File: src/rtl/fma_seq_pkg.sv
// Shared types and width helpers for the FMA command sequencer.
package fma_seq_pkg;

   typedef enum logic [1:0] {
      OP_ADD = 2'b00,
      OP_SUB = 2'b01,
      OP_MUL = 2'b10,
      OP_DOT = 2'b11
   } op_e;

   typedef enum logic [1:0] {
      ST_IDLE,
      ST_RUN,
      ST_DRAIN,
      ST_DONE
   } state_e;

   // Width of an element index (at least one bit).
   function automatic int idx_w(input int els);
      return (els > 1) ? $clog2(els) : 1;
   endfunction

   // Width of an element count, which must be able to hold els itself.
   function automatic int len_w(input int els);
      return $clog2(els + 1);
   endfunction

endpackage

File: src/rtl/fma_sequencer_if.sv
// Command, register-file, datapath and result signals of the sequencer.
interface fma_sequencer_if
   import fma_seq_pkg::*;
#(
   parameter int vdw_p = 32,
   parameter int els_p = 16
);
   localparam int lw_lp = len_w(els_p);
   localparam int iw_lp = idx_w(els_p);

   logic             cmd_v_i;
   logic             cmd_ready_o;
   logic [1:0]       cmd_op_i;
   logic [lw_lp-1:0] cmd_len_i;
   logic             rd_v_o;
   logic [iw_lp-1:0] rd_addr_o;
   logic [vdw_p-1:0] rd_a_i;
   logic [vdw_p-1:0] rd_b_i;
   logic [vdw_p-1:0] a_o;
   logic [vdw_p-1:0] b_o;
   logic [1:0]       alu_op_o;
   logic             use_fma_o;
   logic             fma_first_o;
   logic [vdw_p-1:0] data_i;
   logic             wr_v_o;
   logic [iw_lp-1:0] wr_addr_o;
   logic [vdw_p-1:0] wr_data_o;
   logic             res_v_o;
   logic             res_ready_i;
   logic [vdw_p-1:0] res_data_o;

   // Sequencer side.
   modport master (
      input  cmd_v_i, cmd_op_i, cmd_len_i, rd_a_i, rd_b_i, data_i, res_ready_i,
      output cmd_ready_o, rd_v_o, rd_addr_o, a_o, b_o, alu_op_o, use_fma_o,
             fma_first_o, wr_v_o, wr_addr_o, wr_data_o, res_v_o, res_data_o
   );

   // Command source / register file / datapath side.
   modport slave (
      output cmd_v_i, cmd_op_i, cmd_len_i, rd_a_i, rd_b_i, data_i, res_ready_i,
      input  cmd_ready_o, rd_v_o, rd_addr_o, a_o, b_o, alu_op_o, use_fma_o,
             fma_first_o, wr_v_o, wr_addr_o, wr_data_o, res_v_o, res_data_o
   );

endinterface

File: src/rtl/fma_seq_pipe.sv
// Two-stage control pipe: stage 1 is the datapath-drive cycle (read data
// present), stage 2 is the cycle the datapath result appears on data_i.
module fma_seq_pipe
   import fma_seq_pkg::*;
#(
   parameter int iw_p = 4
) (
   input  logic            clk_i,
   input  logic            reset_n_i,
   input  logic            in_v_i,
   input  logic [iw_p-1:0] in_idx_i,
   input  logic            in_first_i,
   input  logic            in_last_i,
   output logic            s1_v_o,
   output logic            s1_first_o,
   output logic            s2_v_o,
   output logic [iw_p-1:0] s2_idx_o,
   output logic            s2_last_o
);
   localparam int stages_lp = 2;

   logic [stages_lp:1]           vld_pipe;
   logic [stages_lp:1][iw_p-1:0] idx_pipe;
   logic [stages_lp:1]           last_pipe;
   logic                         first_s1;

   // Shift issue-cycle tags forward one stage per clock; reset drops all valids.
   always_ff @(posedge clk_i or negedge reset_n_i) begin
      if (!reset_n_i) begin
         vld_pipe  <= '0;
         idx_pipe  <= '0;
         last_pipe <= '0;
         first_s1  <= 1'b0;
      end else begin
         vld_pipe  <= {vld_pipe[1], in_v_i};
         idx_pipe  <= {idx_pipe[1], in_idx_i};
         last_pipe <= {last_pipe[1], in_last_i};
         first_s1  <= in_v_i & in_first_i;
      end
   end

   assign s1_v_o     = vld_pipe[1];
   assign s1_first_o = vld_pipe[1] & first_s1;
   assign s2_v_o     = vld_pipe[2];
   assign s2_idx_o   = idx_pipe[2];
   assign s2_last_o  = vld_pipe[2] & last_pipe[2];

endmodule

File: src/rtl/fma_sequencer.sv
// Vector command sequencer: streams element pairs through the multiply/add
// datapath, writes elementwise results back and returns dot results.
module fma_sequencer
   import fma_seq_pkg::*;
#(
   parameter int vdw_p = 32,
   parameter int els_p = 16
) (
   input  logic          clk_i,
   input  logic          reset_n_i,
   fma_sequencer_if.master io
);
   localparam int lw_lp = len_w(els_p);
   localparam int iw_lp = idx_w(els_p);

   state_e           state_q, state_d;
   op_e              op_q;
   logic [lw_lp-1:0] len_q;
   logic [iw_lp-1:0] cnt_q;
   logic [vdw_p-1:0] res_q;
   logic [lw_lp-1:0] len_clamp;
   logic             issue, last_issue;
   logic             s1_v, s1_first, s2_v, s2_last;
   logic [iw_lp-1:0] s2_idx;
   logic             is_dot;

   assign len_clamp  = (io.cmd_len_i > lw_lp'(els_p)) ? lw_lp'(els_p) : io.cmd_len_i;
   assign issue      = (state_q == ST_RUN);
   assign last_issue = issue && ((lw_lp'(cnt_q) + lw_lp'(1)) == len_q);
   assign is_dot     = (op_q == OP_DOT);

   fma_seq_pipe #(.iw_p(iw_lp)) u_pipe (
      .clk_i      (clk_i),
      .reset_n_i  (reset_n_i),
      .in_v_i     (issue),
      .in_idx_i   (cnt_q),
      .in_first_i (cnt_q == '0),
      .in_last_i  (last_issue),
      .s1_v_o     (s1_v),
      .s1_first_o (s1_first),
      .s2_v_o     (s2_v),
      .s2_idx_o   (s2_idx),
      .s2_last_o  (s2_last)
   );

   // State, latched command, issue counter and dot result register.
   always_ff @(posedge clk_i or negedge reset_n_i) begin
      if (!reset_n_i) begin
         state_q <= ST_IDLE;
         op_q    <= OP_ADD;
         len_q   <= '0;
         cnt_q   <= '0;
         res_q   <= '0;
      end else begin
         state_q <= state_d;
         if (state_q == ST_IDLE && io.cmd_v_i) begin
            op_q  <= op_e'(io.cmd_op_i);
            len_q <= len_clamp;
            cnt_q <= '0;
            res_q <= '0;
         end
         if (issue) cnt_q <= cnt_q + iw_lp'(1);
         // The last dot element's accumulated value is the command result.
         if (s2_last && is_dot) res_q <= io.data_i;
      end
   end

   // Next state plus all handshake and datapath outputs.
   always_comb begin
      state_d        = state_q;
      io.cmd_ready_o = 1'b0;
      io.rd_v_o      = issue;
      io.rd_addr_o   = issue ? cnt_q : '0;
      io.a_o         = s1_v ? io.rd_a_i : '0;
      io.b_o         = s1_v ? io.rd_b_i : '0;
      io.alu_op_o    = s1_v ? op_q : 2'b00;
      io.use_fma_o   = s1_v && is_dot;
      io.fma_first_o = s1_first && is_dot;
      io.wr_v_o      = s2_v && !is_dot;
      io.wr_addr_o   = (s2_v && !is_dot) ? s2_idx : '0;
      io.wr_data_o   = (s2_v && !is_dot) ? io.data_i : '0;
      io.res_v_o     = 1'b0;
      io.res_data_o  = '0;
      case (state_q)
         ST_IDLE: begin
            // Ready is held low while reset is asserted so every output reads 0.
            io.cmd_ready_o = reset_n_i;
            if (io.cmd_v_i) state_d = (len_clamp == '0) ? ST_DONE : ST_RUN;
         end
         ST_RUN: begin
            if (last_issue) state_d = ST_DRAIN;
         end
         ST_DRAIN: begin
            // Once S1 is empty, S2 empties (and the result lands) this cycle.
            if (!s1_v) state_d = ST_DONE;
         end
         ST_DONE: begin
            io.res_v_o    = 1'b1;
            io.res_data_o = res_q;
            if (io.res_ready_i) state_d = ST_IDLE;
         end
         default: state_d = ST_IDLE;
      endcase
   end

endmodule

File: src/flat_wrapper.sv
// flat-port wrapper written by rule: the top's interface ports become plain ports
module fma_sequencer_flat import fma_seq_pkg::*;
#(
   parameter int vdw_p = 32,
   parameter int els_p = 16
)
  (clk_i, reset_n_i, io_cmd_v_i, io_cmd_op_i, io_cmd_len_i, io_rd_a_i, io_rd_b_i, io_data_i, io_res_ready_i, io_cmd_ready_o, io_rd_v_o, io_rd_addr_o, io_a_o, io_b_o, io_alu_op_o, io_use_fma_o, io_fma_first_o, io_wr_v_o, io_wr_addr_o, io_wr_data_o, io_res_v_o, io_res_data_o);
  fma_sequencer_if #(.vdw_p(vdw_p), .els_p(els_p)) io_i ();
  input  logic clk_i;
  input  logic reset_n_i;
  input wire logic [$bits(io_i.cmd_v_i)-1:0] io_cmd_v_i;
  input wire logic [$bits(io_i.cmd_op_i)-1:0] io_cmd_op_i;
  input wire logic [$bits(io_i.cmd_len_i)-1:0] io_cmd_len_i;
  input wire logic [$bits(io_i.rd_a_i)-1:0] io_rd_a_i;
  input wire logic [$bits(io_i.rd_b_i)-1:0] io_rd_b_i;
  input wire logic [$bits(io_i.data_i)-1:0] io_data_i;
  input wire logic [$bits(io_i.res_ready_i)-1:0] io_res_ready_i;
  output wire logic [$bits(io_i.cmd_ready_o)-1:0] io_cmd_ready_o;
  output wire logic [$bits(io_i.rd_v_o)-1:0] io_rd_v_o;
  output wire logic [$bits(io_i.rd_addr_o)-1:0] io_rd_addr_o;
  output wire logic [$bits(io_i.a_o)-1:0] io_a_o;
  output wire logic [$bits(io_i.b_o)-1:0] io_b_o;
  output wire logic [$bits(io_i.alu_op_o)-1:0] io_alu_op_o;
  output wire logic [$bits(io_i.use_fma_o)-1:0] io_use_fma_o;
  output wire logic [$bits(io_i.fma_first_o)-1:0] io_fma_first_o;
  output wire logic [$bits(io_i.wr_v_o)-1:0] io_wr_v_o;
  output wire logic [$bits(io_i.wr_addr_o)-1:0] io_wr_addr_o;
  output wire logic [$bits(io_i.wr_data_o)-1:0] io_wr_data_o;
  output wire logic [$bits(io_i.res_v_o)-1:0] io_res_v_o;
  output wire logic [$bits(io_i.res_data_o)-1:0] io_res_data_o;
  assign io_i.cmd_v_i = io_cmd_v_i;
  assign io_i.cmd_op_i = io_cmd_op_i;
  assign io_i.cmd_len_i = io_cmd_len_i;
  assign io_i.rd_a_i = io_rd_a_i;
  assign io_i.rd_b_i = io_rd_b_i;
  assign io_i.data_i = io_data_i;
  assign io_i.res_ready_i = io_res_ready_i;
  assign io_cmd_ready_o = io_i.cmd_ready_o;
  assign io_rd_v_o = io_i.rd_v_o;
  assign io_rd_addr_o = io_i.rd_addr_o;
  assign io_a_o = io_i.a_o;
  assign io_b_o = io_i.b_o;
  assign io_alu_op_o = io_i.alu_op_o;
  assign io_use_fma_o = io_i.use_fma_o;
  assign io_fma_first_o = io_i.fma_first_o;
  assign io_wr_v_o = io_i.wr_v_o;
  assign io_wr_addr_o = io_i.wr_addr_o;
  assign io_wr_data_o = io_i.wr_data_o;
  assign io_res_v_o = io_i.res_v_o;
  assign io_res_data_o = io_i.res_data_o;
  fma_sequencer #(.vdw_p(vdw_p), .els_p(els_p)) u_core (.clk_i(clk_i), .reset_n_i(reset_n_i), .io(io_i));
endmodule
File: config.mk
export PLATFORM = sky130hd
export DESIGN_NAME = fma_sequencer_flat
export DESIGN_NICKNAME = d
export VERILOG_FILES = /design/src/rtl/fma_seq_pkg.sv /design/src/rtl/fma_sequencer_if.sv /design/src/rtl/fma_seq_pipe.sv /design/src/rtl/fma_sequencer.sv /design/src/flat_wrapper.sv
export SDC_FILE = /design/constraint.sdc
export NUM_CORES = 1
export LEC_CHECK = 0
export BUFFER_PORTS_ARGS = -buffer_cell sky130_fd_sc_hd__buf_2
export CELL_PAD_IN_SITES_DETAIL_PLACEMENT = 1
export CELL_PAD_IN_SITES_GLOBAL_PLACEMENT = 2
export CORE_ASPECT_RATIO = 0.9
export CORE_MARGIN = 4
export CORE_UTILIZATION = 22
export DETAILED_ROUTE_END_ITERATION = 10
export GPL_TIMING_DRIVEN = 0
export PLACE_DENSITY = 0.95
export SYNTH_ARGS = -nofsm -noshare
export SYNTH_HDL_FRONTEND = slang
export SYNTH_HIERARCHICAL = 1
export SYNTH_SLANG_ARGS = --single-unit
File: constraint.sdc
create_clock -name clk_i -period 5.2 [get_ports clk_i]
set_input_delay 1.3 -clock clk_i [delete_from_list [all_inputs] [get_ports clk_i]]
set_output_delay 1.3 -clock clk_i [all_outputs]
set_load 0.005 [all_outputs]
==> run summary, run 1 <==
Count of pins over their slew limit: 0. The remaining antenna violation count is 0, and the switching share of power is 37.23%. The library cell used most frequently in the layout, excluding fill and tap cells, is buf_2. The buffer count from post-CTS setup fixing was 0. The hold buffer count at cts is 0. After detailed routing, the number of remaining DRC violations is 0.

The total congestion overflow came out at 0. Cell chosen for the clock root: clkbuf_16. Synthesis produced a netlist whose cell count is 398. When the netlist entered floorplanning its net count stood at 512. Measured against its own limit, the worst slew margin works out to 48.22%. The tool flagged a number of max-cap violations equal to 0.

Gates resized during post-CTS repair numbered 0. The die is 125.3 microns tall. The area overhead of the layout relative to synthesis came out at 52.98%. STA classifies the critical path endpoint as an output pin.

After detailed routing, the average wire length per cell comes to 14.24 microns. The first global-routing pass estimated 19.88 mm of wire. The clock reaches the later pin of the worst-skew pair after 320 ps. Static timing analysis puts the maximum clock frequency at 280.1 MHz. The post-synthesis instance area is 3363 sq um, and the number of inserted diodes is 0. Synthesis inferred 58 register bits. Dividing the detail-routed via count by the number of cells gives 4.139.

In the layout the commonest cells are buf_2 (249), and2_1 (140), nand2_1 (74). The internal power of the cells totals 1.300 mW. Data arrives at the worst endpoint at 2270 ps. The count of final setup violators was 0. The tools report the area of the placeable core as 14870 sq um. The setup path with the least slack is of type input pin to output pin.

Summing the areas of all xor and xnor instances in the mapped netlist gives 1.562% of the synthesized area. The detailed placer's ending HPWL came out at 9.994 mm. The clock arrives with 2.091 ps of skew. Entering global routing, the biggest net connects 60 pins. After Yosys synthesis, full adders, half adders and majority gates account for 2.604% of the synthesized area. Summing the areas of all and, or, nand and nor instances in the mapped netlist gives 42.52% of the synthesized area. The number of clock sinks was 58; the CTS H-tree depth was 3. TritonCTS built the clock tree.

For this design the ratio of total power to cell area is 402.5 nW/um^2. In this run the power spent charging and discharging nets is 0.7709 mW. For this design the top-level I/O count stands at 251. The final RePlAce weighted congestion was 0.8107. Counting cells, the worst reg-to-reg path comes to 6. The run gives 0.2017 mV as the worst IR drop on VDD.

The number of clock buffers added by TritonCTS is 9. For this run, the post-layout net count is 773. Along the worst hold path, the cell count comes to 0. The run finished with clean final reports. The count of final hold-check violations was 0; the total negative slack for setup checks was 0 ps. The run gives 13.91% as the global routing usage summed across all routing layers.

The total number of yosys warnings was 6; the proportion of synthesized area in mux cells was 1.600%. The portion of total power attributed to the clock network was 26.6%. A synthesized cell averages 8.450 sq um. The worst setup path is launched from an input pin. At the worst endpoint, the required time is 3900 ps. The tools report the maximum clock insertion buffer count as 2. The share of flip-flops with an asynchronous set or reset was 100.0%.

The violation count after the first detailed-routing iteration is 72. The tools report the number of antenna violations at the first check in global routing as 0. The worst path needs 3571 ps of the cycle, external delays included. Cells fill 34.60% of the core in the end.

Sequential cells were found to cover 43.15% of the synthesized design area. The number of distinct standard cells referenced by the synthesized netlist was 30; the final wirelength was 12.28 mm. Row generation in the floorplan step produced 42 rows.

The final critical path takes up 68.67% of the cycle. The count of buffers added on input and output ports is 250. The initial core utilization is 22.61%, and the largest driver fanout on the critical path is 59. The number of flops mapped to enable cells by yosys works out to 0. The overall via count from detail_route was 3568. Cells with a size suffix above 1 make up 41.87% of the layout.

For this design the static power due to leakage is 3.030 nW. For the pin with the worst max-slew slack, the measured transition is 776.8 ps. The tools report the worst-case hold slack as 345.9 ps. The number of global-route vias before repair was 3770; the area of the die was 17330 sq um.

Setup repair after global routing left no endpoint under its margin. Clock-pin slew was measured on the worst setup and hold paths at 50 ps. The share of total power dissipated in sequential elements is 29.6%.

The first TritonRoute pass finished after 4 iterations. The min-delay analysis places its worst path in the category register to register. The dominant combinational cell family by area after synthesis was simple AND/OR/NAND/NOR gates.

The most frequently used flop master after synthesis was dfrtp_1. Measured along the x axis, the die boundary spans 138.3 microns. Summing the areas of all compound-gate instances in the mapped netlist gives 3.757% of the synthesized area. Combinational logic burns 43.8% of the power.
[cells by family after synthesis]
group                    after synthesis
AO/OA/AOI/OAI                         18
XOR/XNOR                               6
adder cells (fa/ha/maj)                7
buffers and inverters                 38
flip-flops                            58
multiplexers                           5
AND/OR/NAND/NOR                      266
[layer usage]
metal  track usage, %  routed length (microns)  vias up
met1            17.28                     5336     1677
met2            24.48                     6187      108
met5                0                        0        -
li1                 -                        -     1772
met4            2.847                      121        0
met3            3.589                      631       11
[synth_stat cells (all sizes together), types with 2 or more instances]
| library cell | number | area, sq um |
|---|---|---|
| a21oi | 2 | 10.01 |
| and2 | 140 | 875.8 |
| and3 | 4 | 26.28 |
| buf | 5 | 37.54 |
| clkbuf | 25 | 93.84 |
| dfrtp | 58 | 1451 |
| ha | 7 | 87.58 |
| inv | 8 | 30.03 |
| mux2 | 3 | 33.78 |
| mux2i | 2 | 20.02 |
| nand2 | 74 | 277.8 |
| nand2b | 4 | 25.02 |
| nand3 | 34 | 170.2 |
| nor2 | 5 | 18.77 |
| o21ai | 8 | 40.04 |
| o31ai | 2 | 15.01 |
| xnor2 | 5 | 43.79 |
[worst max-delay path, stage by stage]
cell and delay (ps):
buf_4 580, and2_1 230, buf_2 110
[state kept, by name, summed over array words and instances, names as in the netlist, 2 cells and up]
register	cells
u_core/u_pipe/s2_idx_o	4
u_core/op_q	2
u_core/len_q	5
u_core/u_pipe/last_pipe	2
u_core/u_pipe/idx_pipe	4
u_core/res_q	32
u_core/cnt_q	4
u_core/u_pipe/vld_pipe	2
u_core/state_q	2
[power by group through the flow]
stage	Combinational, mW	Clock [mW]	Sequential [mW]
floorplan	0.522	0	0.597
finish	0.908	0.551	0.613
detailed placement	0.931	0	0.625
global placement	0.917	0	0.619
global route	1.03	0.598	0.631
CTS	0.935	0.575	0.617
[path summary, 6_finish.rpt]
kind,startpoint,end,slack (ps)
worst max-delay path,reset_n_i,io_cmd_ready_o,1630
worst min-delay path,u_core/u_pipe/idx_pipe[0],u_core/u_pipe/s2_idx_o[0],350
worst max register to register,u_core/cnt_q[0],u_core/state_q[0],3150
worst min register to register,u_core/u_pipe/idx_pipe[0],u_core/u_pipe/s2_idx_o[0],350
max in group asynchronous,reset_n_i,u_core/cnt_q[3],3630
min in group asynchronous,reset_n_i,u_core/res_q[9],1050
[layout make-up]
class / count / area [sq um]
repair buffers: 250 / 1254
multi-input cells: 302 / 1750
fillers: 1901 / 9727
clock inverters: 6 / 41.29
inverters: 8 / 30.03
plain buffers: 30 / 131.4
well taps: 198 / 247.7
clock buffers: 10 / 239.0
flip-flops and latches: 58 / 1451
[metrics by stage]
stage / power, mW / setup slack, ps / instances / area (sq um)
6_report: 2.071 / 1629 / 862 / 5145
5_1_grt: 2.254 / 1429 / 862 / 5145
4_1_cts: 2.126 / 1106 / 862 / 5142
3_5_place_dp: 1.556 / 1128 / 846 / 4862
3_3_place_gp: 1.535 / 1142 / 846 / 4862
2_1_floorplan: 1.120 / 2457 / 398 / 3363
No activity file was read; power rests on OpenSTA's default activity.
==> run 2: changes to the inputs <==
--- a/config.mk
+++ b/config.mk
@@ -10,10 +10,10 @@
 export CELL_PAD_IN_SITES_GLOBAL_PLACEMENT = 2
 export CORE_ASPECT_RATIO = 0.9
 export CORE_MARGIN = 4
-export CORE_UTILIZATION = 22
+export CORE_UTILIZATION = 18
 export DETAILED_ROUTE_END_ITERATION = 10
 export GPL_TIMING_DRIVEN = 0
-export PLACE_DENSITY = 0.95
+export PLACE_DENSITY = 0.86
 export SYNTH_ARGS = -nofsm -noshare
 export SYNTH_HDL_FRONTEND = slang
 export SYNTH_HIERARCHICAL = 1
==> constraint.sdc (replaced) <==
create_clock -name clk_i -period 2.9 [get_ports clk_i]
set_input_delay 0.725 -clock clk_i [delete_from_list [all_inputs] [get_ports clk_i]]
set_output_delay 0.725 -clock clk_i [all_outputs]
set_load 0.005 [all_outputs]
==> run summary, run 2 (synthesized netlist as in run 1, its figures left out) <==
The post-CTS resize count was 3 (+3); the global-route wire length before repair was 20.41 mm (+2.7%). The critical path endpoint category is an output pin. The worst hold path belongs to the class register to register.

The total CTS buffers is 9 (unchanged), and the worst IR drop on VDD is 0.2562 mV (+27%). The floorplan row count is 47 (+12%). After layout, the worst path uses 93.00% of the clock period.

The overall via count from detail_route is 3531 (-1.0%), and the time the worst path needs with I/O delays and setup is 2697 ps. The source of the worst hold timing path is u_core/u_pipe/idx_pipe[1]. The power per standard cell area was 763.4 nW/um^2 (+90%); the violation count after the first detailed-routing iteration was 109 (+51%). The worst register-to-register path ends at u_core/state_q[1]. For the CTS H-tree depth, the log shows 3 (unchanged).

The count of pins over their slew limit is 0 (unchanged), and the number of flip-flops under the largest register name is 32 (unchanged). Height of the die: 137.7 microns (+9.9%). The critical-path cell with the highest stage delay was a21boi_2. The insertion delay of the later-clocked pin in the worst-skew pair is 330 ps (about the same), and the detailed placer's ending HPWL is 10.87 mm (+8.8%).

The logs give 0 (unchanged) for the total congestion overflow and 0 (unchanged) for the number of inserted diodes. The per-cell via count in the routed design was 3.884 (-6.2%); the number of I/O pins was 251 (unchanged). The tools report the count of final hold-check violations as 0 (unchanged). The critical path goes through a21boi_2, clkbuf_2, and2_1, buf_2.

The tools report the static power due to leakage as 3.076 nW (+1.5%). The clock input transition at the sequential cells of the worst setup and hold paths is 60 ps (about the same). The library cell used most frequently in the layout, excluding fill and tap cells, is buf_2. The share of final-layout standard cells stronger than drive strength 1 is 42.32% (+0.45 points), and the final setup skew is 6.010 ps (+3.919 ps).

The flow ran to the end, and the final reports show no timing, DRC or antenna violations. The tools report the maximum clock insertion buffer count as 2 (unchanged). Instance count along the most critical hold path: 0 (unchanged). The run gives 909 (+5.5%) as the count of placed standard cells in the final layout, fillers left out. Ranked by flip-flop count, first place goes to u_core/res_q. The tree is rooted in a clkbuf_16. The worst path required time is 2170 ps (-1730 ps), and the actual transition at the worst max-transition pin is 777.8 ps (+1.008 ps). Setup repair after global routing left no endpoint under its margin.

TritonCTS built the clock tree. The run gives 790 ps (-2360 ps) as the register-to-register setup slack. The tools report the detailed-router iteration count before antenna repair as 4 (unchanged). In the layout the commonest cells are buf_2 (249), and2_1 (140), nand2_1 (74).

The number of clock sinks is 58 (unchanged), and the area of the die is 20940 sq um (+21%). The worst hold path terminates at u_core/u_pipe/s2_idx_o[1]. The worst slew margin relative to its limit was 48.15% (-0.067 points); the hold buffer count at cts was 0 (unchanged). For the final wirelength, the log shows 13.37 mm (+8.9%).

The count of input and output buffers is 250 (unchanged), and the delay of the slowest cell on the worst path is 500 ps (-80 ps). The remaining antenna violation count came out at 0 (unchanged). The buffer count from post-CTS setup fixing is 0 (unchanged). Average wire per standard cell: 14.71 microns (+3.3%). The setup path with the least slack is of type register to output pin.

The data arrival time of the critical path was 1970 ps (-300 ps). The number of max-capacitance violations reported was 0 (unchanged); the final total power was 4.031 mW (+95%). Smallest setup slack after layout: 202.9 ps (-1426 ps). The run gives -74.95 ps (-1203 ps) as the setup slack at placement. Tracing the worst setup path back leads to its startpoint at u_core/op_q[1].

For this run, the top clock speed supported by timing is 370.8 MHz. The worst register-to-register path begins at u_core/cnt_q[0]. The logs give 0 (unchanged) for the post-route DRC violation count and 18.33% (-4.3 points) for the initial core utilization. The critical path launch point type was a register.

The run gives 0 (unchanged) as the count of final setup violators. The net count of the finished layout was 773 (unchanged); the pin count of the biggest net entering global routing was 60 (unchanged). The area of the placeable core came out at 18350 sq um (+23%).

The worst-case hold slack came out at 348.0 ps (+2.114 ps). The area overhead of the layout relative to synthesis came out at 56.99%. In the final layout, the registers with the most flip-flops are u_core/res_q (32), u_core/len_q (5).

The number of global-route vias before repair is 3644 (-3.3%), and the floorplan die width is 152.1 microns (+9.9%). The number of instances in the placed design was 893 (+5.6%); the largest driver fanout on the critical path was 10 (-83%). The number of antenna violations at the first check in global routing was 0 (unchanged).

The depth of the worst register-to-register path came out at 6 (unchanged). The final RePlAce weighted congestion was 0.7708 (-4.9%); the global routing usage summed across all routing layers was 12.27% (-1.6 points).
## run 2: metal layers
| layer | vias to the layer above | global-route usage [%] | routed length, microns |
|---|---|---|---|
| met3 | 11 | 3.046 | 541 |
| met1 | 1657 | 15.55 | 6057 |
| met2 | 89 | 21.05 | 6597 |
| met5 | - | 0 | 0 |
| met4 | 0 | 3.195 | 172 |
| li1 | 1774 | - | - |
## run 2: stage by stage
stage               util (%)  instance area [sq um]  TNS, ps
floorplan                  -                   3363        0
finish                 28.78                   5280        0
CTS                    28.77                   5279        0
global placement       26.82                   4921   -40.18
detailed placement     26.82                   4921   -75.31
global route           28.78                   5280        0
## run 2: how the worst max path moves through the flow
stage	end	slack [ps]	depth (start not counted)
2_1_floorplan	io_rd_addr_o[0]	980	5
3_3_place_gp	io_cmd_ready_o	-40	3
3_5_place_dp	io_cmd_ready_o	-70	3
4_1_cts	io_wr_data_o[6]	120	4
5_1_grt	io_wr_data_o[6]	30	4
6_report	io_wr_data_o[28]	200	4
## run 2: power by group
| group | leakage (nW) | internal (mW) | total, mW | switching [mW] |
|---|---|---|---|---|
| Combinational | 2.12 | 0.766 | 1.68 | 0.915 |
| Clock | 0.170 | 0.846 | 1.25 | 0.404 |
| Sequential | 0.783 | 0.971 | 1.10 | 0.129 |
## run 2: worst max-delay path, delay by kind of cell (launching register included)
| kind | cells | cell delay (ps) |
|---|---|---|
| buffers and inverters | 2 | 510 |
| AO/OA/AOI/OAI | 1 | 500 |
| flip-flops | 1 | 440 |
| AND/OR/NAND/NOR | 1 | 190 |
## run 2: cell type report
type,instances,area [sq um]
fillers,2260,13070
multi-input cells,302,1754
flip-flops and latches,58,1451
repair buffers,250,1254
well taps,245,306.5
clock buffers,9,225.2
plain buffers,30,133.9
clock inverters,7,125.1
inverters,8,30.03
==> run 3: changes to the inputs <==
--- a/config.mk
+++ b/config.mk
@@ -5,15 +5,16 @@
 export SDC_FILE = /design/constraint.sdc
 export NUM_CORES = 1
 export LEC_CHECK = 0
+export ABC_AREA = 1
 export BUFFER_PORTS_ARGS = -buffer_cell sky130_fd_sc_hd__buf_2
 export CELL_PAD_IN_SITES_DETAIL_PLACEMENT = 1
 export CELL_PAD_IN_SITES_GLOBAL_PLACEMENT = 2
 export CORE_ASPECT_RATIO = 0.9
 export CORE_MARGIN = 4
-export CORE_UTILIZATION = 18
+export CORE_UTILIZATION = 17
 export DETAILED_ROUTE_END_ITERATION = 10
 export GPL_TIMING_DRIVEN = 0
-export PLACE_DENSITY = 0.86
+export PLACE_DENSITY = 0.87
 export SYNTH_ARGS = -nofsm -noshare
 export SYNTH_HDL_FRONTEND = slang
 export SYNTH_HIERARCHICAL = 1
==> run summary, run 3 <==
The flow ran to the end, and the final reports show no timing, DRC or antenna violations. The synthesized netlist cell count came out at 533 (+34%). The worst IR drop on VDD came out at 0.2156 mV (-16%). Walking the worst path, the cells encountered are ha_1, clkbuf_1, clkbuf_2, nand2_1, inv_1, buf_2.

The run gives 377.1 MHz (+1.7%) as the peak clock frequency supported by timing. The share of the yosys chip area belonging to registers came out at 42.07% (-1.1 points). The post-route DRC violation count is 0 (unchanged), and the time the worst path needs with I/O delays and setup is 2652 ps (-44.99 ps). The hold buffer count at cts is 0 (unchanged), and the delay of the slowest cell on the worst path is 410 ps (-90 ps). Register with the highest flop count: u_core/res_q. The library cell used most frequently in the layout, excluding fill and tap cells, is buf_2. The tools report the proportion of power drawn by flip-flops and latches as 27.2% (about the same). The logs give 4018 (+10%) for the number of global-route vias before repair and 29.3% (-1.7 points) for the portion of total power attributed to the clock network.

Detailed placer's ending HPWL: 11.63 mm (+7.0%). The biggest area contributor in the post-synthesis netlist is dfrtp_1. For the number of distinct standard cells referenced by the synthesized netlist, the log shows 18 (-40%).

The share of flip-flops with an asynchronous set or reset is 100.0% (unchanged), and the net count of the finished layout is 908 (+17%). The class of the tightest hold or removal check was register to register. The proportion of netlist area held by the largest area contributor works out to 42.07% (-1.1 points). Global-route wire length before repair: 21.07 mm (+3.2%). Detailed-router iteration count before antenna repair: 6 (+2). The worst setup path is captured at an output pin.

The number of inserted diodes is 0 (unchanged). The run gives 3 (unchanged) as the CTS H-tree depth. The tools report the source of the worst hold timing path as u_core/u_pipe/idx_pipe[2]. The final wirelength was 14.13 mm (+5.7%); the share of the cycle needed by the critical path after routing was 91.45% (-1.6 points). The clock input transition at the sequential cells of the worst setup and hold paths was 60 ps (about the same); the number of instances in the placed design was 1038 (+16%). The height of the die came out at 143.1 microns (+4.0%). Among all flip-flop cells after synthesis, the most frequent one is dfrtp_1. The share of final-layout standard cells stronger than drive strength 1 is 35.54% (-6.8 points), and the buffer count from post-CTS setup fixing is 0 (unchanged). The net count after synthesis was 647 (+26%); the count of placed standard cells in the final layout, fillers left out was 1054 (+16%).

The tools report the area of the placeable core as 19990 sq um (+8.9%). Setup repair after global routing left no endpoint under its margin. The logs give 143 (+31%) for the violation count after the first detailed-routing iteration and 2624 (+16%) for the fill cell total of the finished layout.

The cell chosen for the clock root was clkbuf_16. The total CTS buffers is 9 (unchanged). The average cell area after synthesis is 6.472 sq um (-23%).

The area of the die is 22640 sq um (+8.1%). The register-to-register setup slack is 970 ps (+180 ps), and the depth of the worst register-to-register path is 7 (+1). The final setup skew came out at 8.558 ps (+2.547 ps). The tools report the data arrival time of the critical path as 1930 ps (-40 ps). The run gives 4027 (+14%) as the overall via count from detail_route. The total number of yosys warnings is 6 (unchanged), and the count of final setup violators is 0 (unchanged).

The count of pins over their slew limit was 0 (unchanged). The run gives 0 (unchanged) as the number of antenna violations at the first check in global routing. In the post-synthesis netlist, the biggest area contributors are dfrtp_1 (42%), inv_1 (18%), nand2_1 (15%), nand3_1 (5.8%), o21ai_0 (5.4%). The run gives 2 (unchanged) as the maximum clock insertion buffer count. The largest individual stage delay along the critical path comes from the cell dfrtp_1.

Largest driver fanout on the critical path: 10 (unchanged). Count of input and output buffers: 250 (unchanged). The average wire per standard cell is 13.40 microns (-8.9%), and the total congestion overflow is 0 (unchanged). The number of flip-flops under the largest register name is 32 (unchanged), and the floorplan die width is 158.2 microns (+4.0%). The floorplan row count came out at 49 (+4.3%). The worst register-to-register path begins at u_core/state_q[0].

The pin count of the biggest net entering global routing was 60 (unchanged); the number of flops mapped to enable cells by yosys was 0 (unchanged). From synthesis to final layout, the design area changed by 55.24%. The count of final hold-check violations is 0 (unchanged). The global routing usage summed across all routing layers came out at 11.94% (-0.33 points).

The per-cell via count in the routed design works out to 3.821 (-1.6%). Power per standard cell area: 738.6 nW/um^2 (-3.2%). TritonCTS built the clock tree. The worst slew margin relative to its limit came out at 48.28% (+0.13 points).

For hold timing, the worst endpoint is u_core/u_pipe/s2_idx_o[2]. The logs give 330 ps (about the same) for the insertion delay of the later-clocked pin in the worst-skew pair and 0.7367 (-4.4%) for the final RePlAce weighted congestion. The final total power was 3.955 mW (-1.9%). In this run the critical register-to-register path is captured at u_core/res_q[5]. Switching share of power: 39.34% (+3.4 points). The critical path launch point type is a register. Number of synthesized register bits: 58 (unchanged). The initial core utilization is 17.26% (-1.1 points), and the internal power consumption is 2.399 mW (-7.1%).

The top cell types in the final layout, fill and taps aside, are buf_2 (257), inv_1 (163), nand2_1 (141). The logs give 0 (unchanged) for the remaining antenna violation count and 43.5% (+1.8 points) for the part of the power in combinational logic. The actual transition at the worst max-transition pin was 775.8 ps (-1.931 ps); the post-synthesis instance area was 3450 sq um (+2.6%). The number of I/O pins was 251 (unchanged). The classification of the worst setup path is register to output pin. For the switching power total, the log shows 1.556 mW (+7.5%). The commonest cells after synthesis are inv_1 (163), nand2_1 (141), dfrtp_1 (58). The leading cell type by number of instances after synthesis was inv_1. For the worst path required time, the log shows 2170 ps (about the same). The tools report the static power due to leakage as 3.886 nW (+26%). The number of clock sinks was 58 (unchanged); the instance count along the most critical hold path was 0 (unchanged).

The largest registers in the layout are u_core/res_q (32), u_core/len_q (5). For the number of max-capacitance violations reported, the log shows 0 (unchanged).
==> run 3: cell type report <==
cell class | count | area [sq um] | share of cell area [%]
plain buffers | 29 | 137.6 | 2.570
inverters | 163 | 611.8 | 11.43
well taps | 255 | 319.1 | 5.958
flip-flops and latches | 58 | 1451 | 27.10
clock inverters | 6 | 90.09 | 1.682
repair buffers | 250 | 1254 | 23.41
clock buffers | 10 | 239.0 | 4.463
multi-input cells | 283 | 1252 | 23.39
==> run 3: per-stage QoR <==
| stage | hold WS, ps | setup TNS, ps | instance area [sq um] | utilization (%) | worst slack, ps |
|---|---|---|---|---|---|
| finish | 346.1 | 0 | 5355 | 26.79 | 247.9 |
| floorplan | 331.2 | 0 | 3450 | - | 1032 |
| CTS | 349.1 | 0 | 5353 | 26.78 | 88.31 |
| global placement | 333.4 | -11.97 | 5020 | 25.12 | -11.97 |
| detailed placement | 336.4 | -57.55 | 5020 | 25.12 | -57.55 |
| global route | 355.5 | 0 | 5355 | 26.79 | 47.54 |
==> run 3: cell families after synthesis <==
| family | count (synthesis) | share of synthesized area, % |
|---|---|---|
| adder cells (fa/ha/maj) | 7 | 2.539 |
| buffers and inverters | 192 | 21.62 |
| AND/OR/NAND/NOR | 231 | 26.95 |
| flip-flops | 58 | 42.07 |
| AO/OA/AOI/OAI | 45 | 6.819 |
==> run 3: how the worst max path moves through the flow <==
stage                                 start                end
after floorplan           u_core/state_q[0]  io_res_data_o[10]
after global placement            reset_n_i     io_cmd_ready_o
after detailed placement          reset_n_i     io_cmd_ready_o
after CTS                 u_core/state_q[1]   io_res_data_o[7]
after global routing      u_core/state_q[1]  io_res_data_o[14]
final                     u_core/state_q[1]  io_res_data_o[14]
==> run 3: critical path, delay by kind of cell (launching register included) <==
family | cells | cell delay (ps)
adder cells (fa/ha/maj) | 1 | 190
buffers and inverters | 4 | 890
flip-flops | 1 | 410
AND/OR/NAND/NOR | 1 | 100
==> run 3: repair_timing <==
item                                    in CTS  in global routing
pin swaps                                    0                  0
endpoints found under the setup margin       2                 16
gates resized for setup                      2                  4
==> run 3: power by group through the flow <==
stage	clock network (mW)	registers (mW)	logic (mW)
2_1_floorplan	0	1.05	0.959
5_1_grt	1.24	1.10	2.00
3_5_place_dp	0	1.10	1.77
3_3_place_gp	0	1.09	1.74
6_report	1.16	1.08	1.72
4_1_cts	1.20	1.08	1.78
==> run 3: per-layer routing <==
layer | vias up | global-route usage, % | part of all wire (%)
met1 | 1836 | 15.70 | 45
met2 | 135 | 19.42 | 47
met3 | 12 | 2.788 | 6.8
li1 | 2044 | - | -
met5 | - | 0 | 0
met4 | 0 | 3.815 | 1.3
